## src/rtl/cl_axil_reg_bank.sv

```systemverilog
// AXI-Lite slave register bank: NUM_REGS 32-bit registers with byte strobes,
// per-register read-only and byte-swap modes, OKAY/SLVERR/DECERR responses,
// independent AW/W acceptance and a DIP-masked virtual-LED output.
module cl_axil_reg_bank #(
  parameter int                  NUM_REGS   = 8,
  parameter logic [31:0]         BASE_ADDR  = 32'h0000_0500,
  parameter logic [NUM_REGS-1:0] RO_MASK    = '0,
  parameter logic [NUM_REGS-1:0] SWAP_MASK  = '0,
  parameter int                  VLED_IDX   = 0,
  parameter logic [31:0]         UNIMPL_VAL = 32'hDEAD_DEAD
) (
  input  logic                     clk_main_a0,
  input  logic                     rst_main,
  input  logic                     s_awvalid,
  output logic                     s_awready,
  input  logic [31:0]              s_awaddr,
  input  logic                     s_wvalid,
  output logic                     s_wready,
  input  logic [31:0]              s_wdata,
  input  logic [3:0]               s_wstrb,
  output logic                     s_bvalid,
  input  logic                     s_bready,
  output logic [1:0]               s_bresp,
  input  logic                     s_arvalid,
  output logic                     s_arready,
  input  logic [31:0]              s_araddr,
  output logic                     s_rvalid,
  input  logic                     s_rready,
  output logic [31:0]              s_rdata,
  output logic [1:0]               s_rresp,
  input  logic [32*NUM_REGS-1:0]   ro_in,
  output logic [32*NUM_REGS-1:0]   reg_out,
  output logic [NUM_REGS-1:0]      wr_pulse,
  input  logic [15:0]              vdip_in,
  output logic [15:0]              vled_out
);

  localparam int IDX_W = (NUM_REGS > 1) ? $clog2(NUM_REGS) : 1;

  localparam logic [1:0] RESP_OKAY   = 2'b00;
  localparam logic [1:0] RESP_SLVERR = 2'b10;
  localparam logic [1:0] RESP_DECERR = 2'b11;

  typedef enum logic [1:0] {
    W_IDLE   = 2'd0,
    W_GOT_AW = 2'd1,
    W_GOT_W  = 2'd2,
    W_RESP   = 2'd3
  } wstate_t;

  wstate_t wstate, wstate_nxt;

  // Reverse byte order of a 32-bit word.
  function automatic logic [31:0] byte_swap(input logic [31:0] d);
    return {d[7:0], d[15:8], d[23:16], d[31:24]};
  endfunction

  // Replace only the bytes whose strobe bit is set.
  function automatic logic [31:0] strb_merge(input logic [31:0] old_val,
                                             input logic [31:0] new_val,
                                             input logic [3:0]  strb);
    logic [31:0] res;
    res = old_val;
    for (int b = 0; b < 4; b++) begin
      if (strb[b]) res[8*b +: 8] = new_val[8*b +: 8];
    end
    return res;
  endfunction

  logic [31:0] regs [NUM_REGS];
  logic [31:0] ro_arr [NUM_REGS];

  logic [31:0] aw_addr_q;
  logic [31:0] w_data_q;
  logic [3:0]  w_strb_q;

  logic        aw_hs, w_hs, ar_hs, commit;
  logic [31:0] cm_addr, cm_data, cm_off;
  logic [3:0]  cm_strb;
  logic        cm_hit, cm_ro;
  logic [IDX_W-1:0] cm_idx;

  logic [31:0] rd_off, rd_word, rd_sel;
  logic        rd_hit;
  logic [IDX_W-1:0] rd_idx;

  logic [15:0] dip_s1, dip_s2;

  genvar g;
  generate
    for (g = 0; g < NUM_REGS; g++) begin : g_flat
      assign ro_arr[g]            = ro_in[32*g +: 32];
      assign reg_out[32*g +: 32]  = regs[g];
    end
  endgenerate

  assign s_awready = (wstate == W_IDLE) || (wstate == W_GOT_W);
  assign s_wready  = (wstate == W_IDLE) || (wstate == W_GOT_AW);
  assign s_bvalid  = (wstate == W_RESP);
  assign s_arready = !s_rvalid;

  assign aw_hs = s_awvalid && s_awready;
  assign w_hs  = s_wvalid  && s_wready;
  assign ar_hs = s_arvalid && s_arready;

  // Commit happens on the edge where the second half of a write arrives
  // (or both halves together); pick latched or live fields accordingly.
  always_comb begin
    commit  = ((wstate == W_IDLE)   && aw_hs && w_hs) ||
              ((wstate == W_GOT_AW) && w_hs) ||
              ((wstate == W_GOT_W)  && aw_hs);
    cm_addr = (wstate == W_GOT_AW) ? aw_addr_q : s_awaddr;
    cm_data = (wstate == W_GOT_W)  ? w_data_q  : s_wdata;
    cm_strb = (wstate == W_GOT_W)  ? w_strb_q  : s_wstrb;
    cm_off  = cm_addr - BASE_ADDR;
    cm_hit  = (cm_off[1:0] == 2'b00) && ({2'b00, cm_off[31:2]} < 32'(NUM_REGS));
    cm_idx  = cm_off[IDX_W+1:2];
    cm_ro   = cm_hit && RO_MASK[cm_idx];
  end

  // Read-side decode and data selection (RO source, then optional swap).
  always_comb begin
    rd_off  = s_araddr - BASE_ADDR;
    rd_hit  = (rd_off[1:0] == 2'b00) && ({2'b00, rd_off[31:2]} < 32'(NUM_REGS));
    rd_idx  = rd_off[IDX_W+1:2];
    rd_word = RO_MASK[rd_idx] ? ro_arr[rd_idx] : regs[rd_idx];
    rd_sel  = SWAP_MASK[rd_idx] ? byte_swap(rd_word) : rd_word;
  end

  // Write FSM next-state logic.
  always_comb begin
    wstate_nxt = wstate;
    case (wstate)
      W_IDLE: begin
        if (aw_hs && w_hs) wstate_nxt = W_RESP;
        else if (aw_hs)    wstate_nxt = W_GOT_AW;
        else if (w_hs)     wstate_nxt = W_GOT_W;
      end
      W_GOT_AW: if (w_hs)     wstate_nxt = W_RESP;
      W_GOT_W:  if (aw_hs)    wstate_nxt = W_RESP;
      W_RESP:   if (s_bready) wstate_nxt = W_IDLE;
      default:  wstate_nxt = W_IDLE;
    endcase
  end

  // Write FSM state register.
  always_ff @(posedge clk_main_a0 or posedge rst_main) begin
    if (rst_main) wstate <= W_IDLE;
    else          wstate <= wstate_nxt;
  end

  // Hold whichever half of a write arrives first.
  always_ff @(posedge clk_main_a0 or posedge rst_main) begin
    if (rst_main) begin
      aw_addr_q <= '0;
      w_data_q  <= '0;
      w_strb_q  <= '0;
    end else begin
      if (aw_hs) aw_addr_q <= s_awaddr;
      if (w_hs) begin
        w_data_q <= s_wdata;
        w_strb_q <= s_wstrb;
      end
    end
  end

  // Register update, write response code and one-cycle commit strobe.
  always_ff @(posedge clk_main_a0 or posedge rst_main) begin
    if (rst_main) begin
      for (int i = 0; i < NUM_REGS; i++) regs[i] <= '0;
      s_bresp  <= RESP_OKAY;
      wr_pulse <= '0;
    end else begin
      wr_pulse <= '0;
      if (commit) begin
        if (!cm_hit) begin
          s_bresp <= RESP_DECERR;
        end else if (cm_ro) begin
          s_bresp <= RESP_SLVERR;
        end else begin
          regs[cm_idx]     <= strb_merge(regs[cm_idx], cm_data, cm_strb);
          s_bresp          <= RESP_OKAY;
          wr_pulse[cm_idx] <= 1'b1;
        end
      end
    end
  end

  // Read channel: sample on AR handshake, hold until the master takes it.
  always_ff @(posedge clk_main_a0 or posedge rst_main) begin
    if (rst_main) begin
      s_rvalid <= 1'b0;
      s_rdata  <= '0;
      s_rresp  <= RESP_OKAY;
    end else if (ar_hs) begin
      s_rvalid <= 1'b1;
      s_rdata  <= rd_hit ? rd_sel : UNIMPL_VAL;
      s_rresp  <= rd_hit ? RESP_OKAY : RESP_DECERR;
    end else if (s_rvalid && s_rready) begin
      s_rvalid <= 1'b0;
    end
  end

  // Two-flop synchroniser for the DIP switches, then the masked LED register.
  always_ff @(posedge clk_main_a0 or posedge rst_main) begin
    if (rst_main) begin
      dip_s1   <= '0;
      dip_s2   <= '0;
      vled_out <= '0;
    end else begin
      dip_s1   <= vdip_in;
      dip_s2   <= dip_s1;
      vled_out <= regs[VLED_IDX][15:0] & dip_s2;
    end
  end

endmodule
```

## config.mk

```make
export PLATFORM = sky130hd
export DESIGN_NAME = cl_axil_reg_bank
export DESIGN_NICKNAME = d
export VERILOG_FILES = /design/src/rtl/cl_axil_reg_bank.sv
export SDC_FILE = /design/constraint.sdc
export NUM_CORES = 1
export LEC_CHECK = 0
export BUFFER_PORTS_ARGS = -buffer_cell sky130_fd_sc_hd__buf_4
export CORE_MARGIN = 1.5
export CORE_UTILIZATION = 29
export CTS_BUF_LIST = sky130_fd_sc_hd__clkbuf_8 sky130_fd_sc_hd__clkbuf_16
export DETAILED_ROUTE_END_ITERATION = 7
export GPL_ROUTABILITY_DRIVEN = 0
export SKIP_LAST_GASP = 1
export SYNTH_ARGS = -nofsm -noshare
export SYNTH_HDL_FRONTEND = slang
export SYNTH_SLANG_ARGS = --single-unit
```

## constraint.sdc

```tcl
create_clock -name clk_main_a0 -period 14.2 [get_ports clk_main_a0]
set_input_delay 2.84 -clock clk_main_a0 [delete_from_list [all_inputs] [get_ports clk_main_a0]]
set_output_delay 2.84 -clock clk_main_a0 [all_outputs]
set_load 0.05 [all_outputs]
```

==> flow_metrics.py <==
metrics = {
    "detailed_routing": {
        "vias_per_cell": 5.35,
        "drt_pass1_iterations": 5,
        "drc": 0,
        "drtIter0Drc": 1314,
        "wire_per_inst_um": 28.2,
        "antenna_left": 0,
        "drt_wl_total_um": 82200,
        "vias": 15569,
    },
    "critical_path": {
        "startpoint": "s_awaddr[29]",
        "critPathMaxFanout": 32,
        "arrival_ps": 6330,
        "reg2regPathDepth": 10,
        "r2r-start": "wstate[1]",
        "cp-start-kind": "primary input",
        "worst-endpoint-required_ps": 14650,
        "cp-end-kind": "flop",
        "crit_type": "primary input to flop",
    },
    "power": {
        "p_total_mw": 3.85,
        "peakVddDrop_mv": 0.153,
        "p_leak_nw": 12.5,
        "power_density_nw_per_um2": 141,
    },
    "timing": {
        "period_minus_slack_ps": 5880,
        "final-hold-violation-count": 0,
        "grt_setup_unrepaired": "no",
        "maxSlewViolCount": 0,
        "worst_slew_pin_slew_ps": 1190,
        "setup_violations": 0,
        "relSlewSlack": 0.189,
        "fin_skew_ps": 27.4,
        "post-route-period-util": 0.414,
        "fmax_mhz": 170,
        "setup_tns_ps": 0,
    },
    "die": {
        "io_pins": 700,
        "dieHeight_um": 273,
        "core_area_um2": 71900,
        "core.rowCount": 98,
        "dieArea_um2": 74600,
        "die_x_um": 273,
        "start_util": 0.295,
    },
    "synthesis": {
        "syn_inst": 1483,
        "synth_top_family_by_area": "multiplexers",
        "synth-edff-count": 0,
        "yosysUniqueCellTypes": 61,
        "ys_seq_area_frac": 0.493,
        "synth_compound_area_frac": 0.0790,
        "synth-adder-area-share": 0.00236,
        "avgSynthCellArea_um2": 14.3,
        "synth_xor_area_frac": 0.000414,
        "synth_seq_cells": 417,
        "ys_warn_count": 0,
        "async_flop_share": 1.00,
        "syn_area_um2": 21200,
        "synth_nets": 1866,
        "synthSimpleGateAreaFrac": 0.0577,
        "synth_top_flop_cell": "dfrtp_1",
        "synth_mux_area_frac": 0.339,
    },
    "grt": {
        "grt_use_met1": 0.291,
        "grt_use_total": 0.216,
        "grt_pass1_wl_um": 118000,
        "overflow": 0,
        "antenna_found_initial": 5,
        "grtUsageMet2": 0.338,
        "first_global_vias": 16133,
        "grt_max_degree": 169,
        "gr-usage-met3": 0.0637,
        "grt_busiest_layer": "met2",
    },
    "cells_and_area": {
        "seq_area_um2": 10400,
        "drive_gt1_frac": 0.523,
        "mostFrequentLayoutCells": "buf_4 (486), dfrtp_1 (417), mux2_4 (183), mux2_2 (162), mux4_2 (80)",
        "multi_input_area_um2": 10200,
        "nFillCells": 6927,
        "finalNetCount": 2302,
        "final_common_cell": "buf_4",
        "syn2layout_area_growth_pct": 28.5,
    },
    "clock_tree": {
        "hold_buffers": 0,
        "post_cts_buffers": 0,
        "cts.sinks": 417,
        "tritoncts": "done",
        "cts_resized": 0,
        "cts.clk_slew.worst_paths_ps": 60,
        "cts_buffers": 49,
        "clock_path_buffers": 3,
        "insertion_delay_ps": 590,
        "htreeDepth": 2,
        "cts-root-buf": "clkbuf_16",
    },
    "hold_path": {
        "holdCritStartpoint": "dip_s1[1]",
        "min_path_cells": 0,
        "hp-class": "flop to flop",
    },
    "outcome": {
        "status": "completed",
    },
    "flow_run": {
        "maxCapViolations": 0,
    },
    "placed_design": {
        "place.detailed.hpwl_um": 53900,
        "port_buffers": 443,
    },
}
registers in the layout (all words and copies together) (netlist names), 8 cells and up:
register / count
aw_addr_q: 32
reg_out: 256
vled_out: 16
wr_pulse: 8
dip_s1: 16
w_data_q: 32
s_rdata: 32
dip_s2: 16
layout make-up:
cell class / instances / area share
timing repair buffer: 487 / 0.135
antenna: 4 / 0.000368
multi-input combinational: 955 / 0.376
clock inverter: 31 / 0.00966
tap: 950 / 0.0437
inverter: 9 / 0.00138
clock buffer: 59 / 0.0501
sequential: 417 / 0.384
path summary, 6_finish.rpt:
check	to	slack, ps
setup / recovery	reg_out[127]	8320
hold / removal	dip_s2[1]	350
setup reg to reg	reg_out[127]	9650
hold reg to reg	dip_s2[1]	350
max in group asynchronous	reg_out[15]	9900
min in group asynchronous	aw_addr_q[1]	2260
routing by layer:
layer,up-vias,share of wire
li1,6517,-
met3,125,0.083
met4,2,0.026
met2,686,0.46
met5,-,0.00011
met1,8239,0.44
report_power, final:
group / internal [mW] / switching (mW)
clock: 0.754 / 0.524
combinational: 0.395 / 0.813
sequential: 1.30 / 0.0624
stage by stage:
step	instances	setup WS (ps)	util	hold slack, ps	area, um2
floorplan	1483	5740	-	331	21200
global placement	2818	7790	0.356	333	25600
detailed placement	2818	7740	0.356	336	25600
CTS	2908	8340	0.378	350	27200
global route	2908	8290	0.378	357	27200
finish	2912	8320	0.379	349	27200
Yosys cell counts (3+ instances only):
| master | number | area, um2 |
|---|---|---|
| dfrtp_1 | 417 | 10400 |
| mux2_4 | 180 | 2700 |
| mux2_2 | 164 | 1850 |
| mux4_2 | 80 | 1800 |
| nand2_1 | 74 | 278 |
| nor2_1 | 55 | 206 |
| clkbuf_1 | 46 | 173 |
| mux2i_1 | 41 | 410 |
| mux2_1 | 37 | 417 |
| a21oi_1 | 36 | 180 |
| a221oi_1 | 33 | 289 |
| nand3_1 | 32 | 160 |
| nor2b_1 | 19 | 119 |
| nor4_1 | 19 | 119 |
| a211oi_1 | 18 | 135 |
| buf_6 | 18 | 203 |
| a31oi_1 | 17 | 106 |
| a22oi_1 | 16 | 120 |
| and2_1 | 16 | 100 |
| buf_2 | 16 | 80.1 |
| buf_1 | 13 | 48.8 |
| o221ai_1 | 13 | 114 |
| nor3_1 | 12 | 60.1 |
| o21a_1 | 11 | 82.6 |
| a22o_1 | 10 | 87.6 |
| a2111oi_4 | 9 | 248 |
| buf_4 | 9 | 67.6 |
| inv_1 | 9 | 33.8 |
| o2bb2ai_1 | 6 | 52.6 |
| o21ai_0 | 5 | 25.0 |
| o21ai_1 | 5 | 25.0 |
| ha_1 | 4 | 50.1 |
| a32oi_1 | 3 | 26.3 |
| nand4_1 | 3 | 18.8 |
| nor4b_1 | 3 | 26.3 |
cells by family (layout without fill, tap and decap cells):
logic type,Yosys count,in the layout
adder cells (fa/ha/maj),4,4
XOR/XNOR,1,1
AND/OR/NAND/NOR,249,249
AO/OA/AOI/OAI,199,199
multiplexers,502,502
buffers and inverters,111,586
flip-flops,417,417
other,0,4
worst max-delay path, stage by stage:
cell and delay (ps):
buf_4 110, or4_1 570, or4b_4 530, a211oi_4 260
o2111ai_4 380, a2111oi_4 390, buf_4 810, mux2_2 410
Power figures use the tool's default switching activity.
